<file path="config.mk">
export PLATFORM = sky130hd
export DESIGN_NAME = serial_subtractor
export DESIGN_NICKNAME = d
export VERILOG_FILES = /design/src/rtl/serial_arith_pkg.sv /design/src/rtl/serial_full_subtractor.sv /design/src/rtl/serial_subtractor.sv
export SDC_FILE = /design/constraint.sdc
export NUM_CORES = 1
export LEC_CHECK = 0
export CAP_MARGIN = 20
export CELL_PAD_IN_SITES_DETAIL_PLACEMENT = 1
export CELL_PAD_IN_SITES_GLOBAL_PLACEMENT = 2
export CORE_MARGIN = 4
export CORE_UTILIZATION = 34
export DETAILED_ROUTE_END_ITERATION = 6
export PLACE_DENSITY = 0.84
export SYNTH_ARGS = -nofsm -noshare
export SYNTH_HDL_FRONTEND = slang
export SYNTH_HIERARCHICAL = 1
export SYNTH_SLANG_ARGS = --single-unit
</file>
<file path="constraint.sdc">
create_clock -name clk -period 1.95 [get_ports clk]
set_clock_uncertainty 0.1 [all_clocks]
set_input_delay 0.4875 -clock clk [delete_from_list [all_inputs] [get_ports clk]]
set_output_delay 0.4875 -clock clk [all_outputs]
set_load 0.03 [all_outputs]
</file>
<file path="src/rtl/serial_arith_pkg.sv">
// Shared definitions for the bit-serial arithmetic blocks (serial_adder, serial_subtractor):
// the three-state sequencing enum and the operand-counter width helper.
package serial_arith_pkg;

    typedef enum logic [1:0] {
        IDLE  = 2'd0,
        SHIFT = 2'd1,
        DONE  = 2'd2
    } arith_state_e;

    // Counter must hold 0..N, so it needs enough bits for N+1 distinct values.
    function automatic int count_width(input int n);
        return $clog2(n + 1);
    endfunction

endpackage

</file>
<file path="src/rtl/serial_full_subtractor.sv">
// Combinational 1-bit full-subtractor cell: d = x - y - bin, with borrow-out.
module serial_full_subtractor (
    input  logic x,
    input  logic y,
    input  logic bin,
    output logic d,
    output logic bout
);

    assign d    = x ^ y ^ bin;
    assign bout = (~x & y) | (~(x ^ y) & bin);

endmodule

</file>
<file path="src/rtl/serial_subtractor.sv">
// Bit-serial N-bit subtractor: captures a/b on a load in IDLE, computes a - b LSB-first one bit
// per clock, then holds diff/bout with done. Optional macro SERIAL_SUB_OVF_EN adds a signed ovf output.
module serial_subtractor
    import serial_arith_pkg::*;
#(
    parameter int N = 4
) (
    input  logic         clk,
    input  logic         reset,
    input  logic         load,
    input  logic [N-1:0] a,
    input  logic [N-1:0] b,
    output logic [N-1:0] diff,
    output logic         bout,
    output logic         busy,
    output logic         done
`ifdef SERIAL_SUB_OVF_EN
    ,
    output logic         ovf
`endif
);

    localparam int CW = count_width(N);

    arith_state_e  state_q;
    logic [N-1:0]  ra_q;
    logic [N-1:0]  rb_q;
    logic [N-1:0]  result_q;
    logic [N-1:0]  result_d;
    logic [N:0]    result_shift;
    logic          borrow_q;
    logic [CW-1:0] count_q;
    logic          bout_q;
    logic          busy_q;
    logic          done_q;
    logic          cell_d;
    logic          cell_bout;
`ifdef SERIAL_SUB_OVF_EN
    logic          a_msb_q;
    logic          b_msb_q;
    logic          ovf_q;
`endif

    serial_full_subtractor u_cell (
        .x    (ra_q[0]),
        .y    (rb_q[0]),
        .bin  (borrow_q),
        .d    (cell_d),
        .bout (cell_bout)
    );

    // New bit enters at the MSB; the widened shift keeps this legal for N == 1.
    assign result_shift = {cell_d, result_q} >> 1;
    assign result_d     = result_shift[N-1:0];

    always_ff @(posedge clk or negedge reset) begin
        if (!reset) begin
            state_q  <= IDLE;
            ra_q     <= '0;
            rb_q     <= '0;
            result_q <= '0;
            borrow_q <= 1'b0;
            count_q  <= '0;
            bout_q   <= 1'b0;
            busy_q   <= 1'b0;
            done_q   <= 1'b0;
`ifdef SERIAL_SUB_OVF_EN
            a_msb_q  <= 1'b0;
            b_msb_q  <= 1'b0;
            ovf_q    <= 1'b0;
`endif
        end else begin
            case (state_q)
                IDLE: begin
                    if (load) begin
                        ra_q     <= a;
                        rb_q     <= b;
                        borrow_q <= 1'b0;
                        count_q  <= '0;
                        result_q <= '0;
                        busy_q   <= 1'b1;
`ifdef SERIAL_SUB_OVF_EN
                        a_msb_q  <= a[N-1];
                        b_msb_q  <= b[N-1];
`endif
                        state_q  <= SHIFT;
                    end
                end
                SHIFT: begin
                    result_q <= result_d;
                    borrow_q <= cell_bout;
                    ra_q     <= ra_q >> 1;
                    rb_q     <= rb_q >> 1;
                    count_q  <= count_q + CW'(1);
                    if (count_q == CW'(N - 1)) begin
                        busy_q  <= 1'b0;
                        done_q  <= 1'b1;
                        bout_q  <= cell_bout;
`ifdef SERIAL_SUB_OVF_EN
                        // cell_d is the final difference MSB on this edge.
                        ovf_q   <= (a_msb_q != b_msb_q) && (cell_d != a_msb_q);
`endif
                        state_q <= DONE;
                    end
                end
                DONE: begin
                    // A load still held from the start edge must drop before another run.
                    if (!load) begin
                        done_q  <= 1'b0;
                        bout_q  <= 1'b0;
`ifdef SERIAL_SUB_OVF_EN
                        ovf_q   <= 1'b0;
`endif
                        state_q <= IDLE;
                    end
                end
                default: begin
                    busy_q  <= 1'b0;
                    done_q  <= 1'b0;
                    bout_q  <= 1'b0;
                    state_q <= IDLE;
                end
            endcase
        end
    end

    assign diff = result_q;
    assign bout = bout_q;
    assign busy = busy_q;
    assign done = done_q;
`ifdef SERIAL_SUB_OVF_EN
    assign ovf  = ovf_q;
`endif

endmodule

</file>
==> results.md, run 1 <==
* Critical path, cell by cell: dlygate4sd2_1
* Clk root buf: clkbuf_4
* Avg WL per Cell at 16.0 microns
* Arr. time, crit path at approximately 1100 ps
* Number of failing hold endpoints at the final stage at 0
* Run status: completed
* GRT Overall Usage at around an eighth
* Clock insertion delay at the later pin of the skew report at ~300 ps
* Top cells by count, synth: dfrtp_1 (21), o22ai_1 (10), a22o_1 (8), inv_1 (8), a21oi_1 (7)
* Die height at roughly 61 microns
* Crit Reg-Reg Startpoint: count_q[0]$_DFFE_PN0P_
* WP buf/inv at 1
* Startpoint-to-endpoint class of the critical path: register to output pin
* Gpl congestion at 0.755
* Total die area at approximately 3700 sq um
* Leading cell types by total area after synthesis: dfrtp_1 (56%), a22o_1 (7.4%), o22ai_1 (6.6%)
* Sink count of the clock tree at 21
* Initial antenna violation count at 0
* Slew Limit Headroom at approximately two thirds
* Combinational family with the most area after synthesis: compound AO/OA/AOI/OAI gates
* Share of the synthesized area in compound gates (AO/OA/AOI/OAI) at between 20% and 30%
* Area of the mapped netlist at about 950 sq um
* Number of synthesized register bits at 21
* Number of global-route vias before repair at roughly 750
* Placeable core region at ~2600 sq um
* Upper clock frequency limit at between 500 and 600 MHz
* Grt met3 use at between 2 and 2.5%
* Met2 capacity usage during global routing at between 20 and 25%
* Fraction of layout instances using a drive strength above 1 at 10.4%
* Die Span X at between 60 and 70 microns
* Distinct cell type count after synthesis at 22
* Simple-gate area share of the yosys netlist at between 9 and 10%
* Via density per instance at between 5 and 6
* First drt pass iteration count at 2
* Element type at the critical path start: register
* Type of destination of the critical path: output pin
* Global-route wire length before repair at 3600 microns
* Setup repair after global routing missed its margin: no
* Cell with the most instances after synthesis: dfrtp_1
* Post-synthesis share of cell area spent on full adders, half adders and majority gates at between 4 and 5%
* Min cycle time layout at about 1700 ps
* Post-CTS setup repair buffer count at 0
* Worst endpoint required time at roughly 1400 ps
* Multiplexer share of the synthesized area at 0%
* Setup slack of the most critical reg-to-reg path at just under 500 ps
* Grt met1 use at between 10% and 20%
* HP Class: input pin to asynchronous set/reset pin
* Starting density of the core at 36.8%
* P&R area growth vs syn at 23.8%
* GRT busiest layer: met2
* Dominant synthesized flop cell: dfrtp_1
* Family with the most delay on the worst path: buffers and inverters
* Maximum buffer depth of the clock tree at 2
* Synthesized area per cell at between 10 and 15 sq um
* Gate Count Post-Synth at between 80 and 90
* Final ANT Viol Nets at 0
* Non-Filler Instances at about 140
* YS warnings at 6
* H-tree Lvls at 1
* Number of cells after detailed placement at 132
* Crit-path slowest cell: dlygate4sd2_1
* Count of hold-fix buffers inserted at cts at 0
* Ports placed on the boundary at 18
* Number of buffers created by CTS at 3
* Post-detailed-placement half-perimeter wirelength at about 1600 microns
* Pins over their slew limit at 0
* CTS tree: yes
* Worst-margin pin slew at 508 ps
* Detailed-route DRC error count at 0
* Power density cells at 1590 nW/um^2
* Maximum number of pins on one net before global-route repair at 22
* Max-cap violations at 0
* Share of the synthesized area in the top cell type at 55.6%
* Nets at about 120
* Library cell occupying the most area in the post-synthesis netlist: dfrtp_1
* Crit path launch: diff[2]$_DFFE_PN0P_
* Post-detailed-routing wire length at approximately 2200 microns
* Syn_nets at 99
* XOR/XNOR share of the synthesized area at 0%
* IR Drop Worst-Case VDD at just under 0.7 mV
* Aggregate negative setup slack at 0 ps
* Number of synthesized flops with an enable pin at 0
* Total number of vias at between 700 and 800
* Count of port buffers added during placement at 17
* First-iteration detailed-routing DRC count at 11
* GR Overflow Total at 0
* Pleak at about 0.00055 uW
* Period utilization at around 87%
* Slowest stage delay, CP at 410 ps
* Proportion of register bits with asynchronous set or reset after synthesis at between 90% and 100%
* Clock slew at the register clock pins of the worst setup and hold paths at 120 ps
* Final setup vio count at 0
* Cell Rows at 18
* Proportion of synthesized chip area in sequential cells at roughly 56%
* Crit Path Max Fanout at 3
* Diode insertion count for antenna repair at 0
## cell families after synthesis
logic type                 after synthesis
AOI/OAI and AO/OA                       33
DFF                                     21
and+or+nand+nor                         16
buffers and inverters                   12
adders and majority gates                3
## final timing paths
path                                          end  depth (start not counted)
min                              bout$_DFFE_PN0P_                          2
max in group asynchronous  state_q[0]$_DFFE_PN0P_                          2
max reg2reg                state_q[0]$_DFFE_PN0P_                          4
min reg2reg                count_q[0]$_DFFE_PN0P_                          1
min in group clk           count_q[0]$_DFFE_PN0P_                          1
max                                       diff[2]                          1
## worst reg2reg max path, cell delays in order, from the launching register on
cell	delay, ps
dfrtp_1	420
ha_1	210
ha_1	270
or2b_1	250
a21oi_1	150
## per-layer routing
| metal | vias up | routed length (microns) |
|---|---|---|
| li1 | 350 | - |
| met1 | 361 | 1010 |
| met2 | 13 | 1040 |
| met3 | 2 | 116 |
| met4 | 0 | 15 |
| met5 | - | 0 |
## flip-flops by register name, summed over array words and instances (netlist names)
name,cells
done,1
count_q,3
busy,1
ra_q,4
borrow_q,1
rb_q,4
diff,4
state_q,2
bout,1
## repair_timing
item / in CTS / in global routing
resized for setup: 7 / 0
endpoints found under the setup margin: 7 / 0
endpoints found under the hold margin: 0 / 0
## layout by cell type, fill, tap and decap left out
| master | netlist | routed |
|---|---|---|
| a21oi_1 | 7 | 7 |
| a22o_1 | 8 | 8 |
| a2bb2oi_1 | 2 | 2 |
| buf_4 | 0 | 4 |
| clkbuf_4 | 0 | 3 |
| clkdlybuf4s50_1 | 0 | 10 |
| clkinv_2 | 0 | 1 |
| dfrtp_1 | 21 | 21 |
| dlygate4sd2_1 | 0 | 7 |
| fa_1 | 1 | 1 |
| ha_1 | 2 | 2 |
| inv_1 | 8 | 8 |
| nand2_1 | 4 | 4 |
| nand2b_1 | 3 | 3 |
| nand2b_2 | 1 | 1 |
| nand3_1 | 1 | 1 |
| nor2_1 | 4 | 4 |
| nor2b_1 | 1 | 1 |
| o21ai_0 | 4 | 4 |
| o21bai_2 | 1 | 1 |
| o221a_2 | 1 | 1 |
| o22ai_1 | 10 | 10 |
| or2b_1 | 1 | 1 |
| or4b_1 | 1 | 1 |
## final cells by class
cell class / instances / area [sq um]
Sequential cell: 21 / 526
Tap cell: 30 / 37.5
Multi-Input combinational cell: 52 / 359
Timing Repair Buffer: 21 / 191
Clock inverter: 1 / 5.00
Fill cell: 308 / 1400
Inverter: 8 / 30.0
Clock buffer: 3 / 22.5
## report_power, final
part	total (uW)	internal (uW)	switching (uW)
Combinational	854	381	472
Clock	213	76.4	136
Sequential	793	626	167
## metrics by stage
stage / utilization, % / power (uW) / hold WS, ps / setup WS (ps) / cell area, sq um
final: 45.6 / 1860 / 415 / 246 / 1170
after global routing: 45.6 / 2020 / 418 / 196 / 1170
after CTS: 45.6 / 1890 / 415 / 232 / 1170
after detailed placement: 44.9 / 1710 / 396 / 34.2 / 1150
after global placement: 44.9 / 1670 / 387 / 75.6 / 1150
after floorplan: - / 1420 / 91.9 / 613 / 946
Power figures use the tool's default switching activity.
==> run 2, diff against run 1 <==
Settings changed: CTS_CLUSTER_SIZE set to 30, SETUP_SLACK_MARGIN set to 0.15.
==> results of run 2 <==
The final DEF is identical to that of run 1; final timing and power are the same.
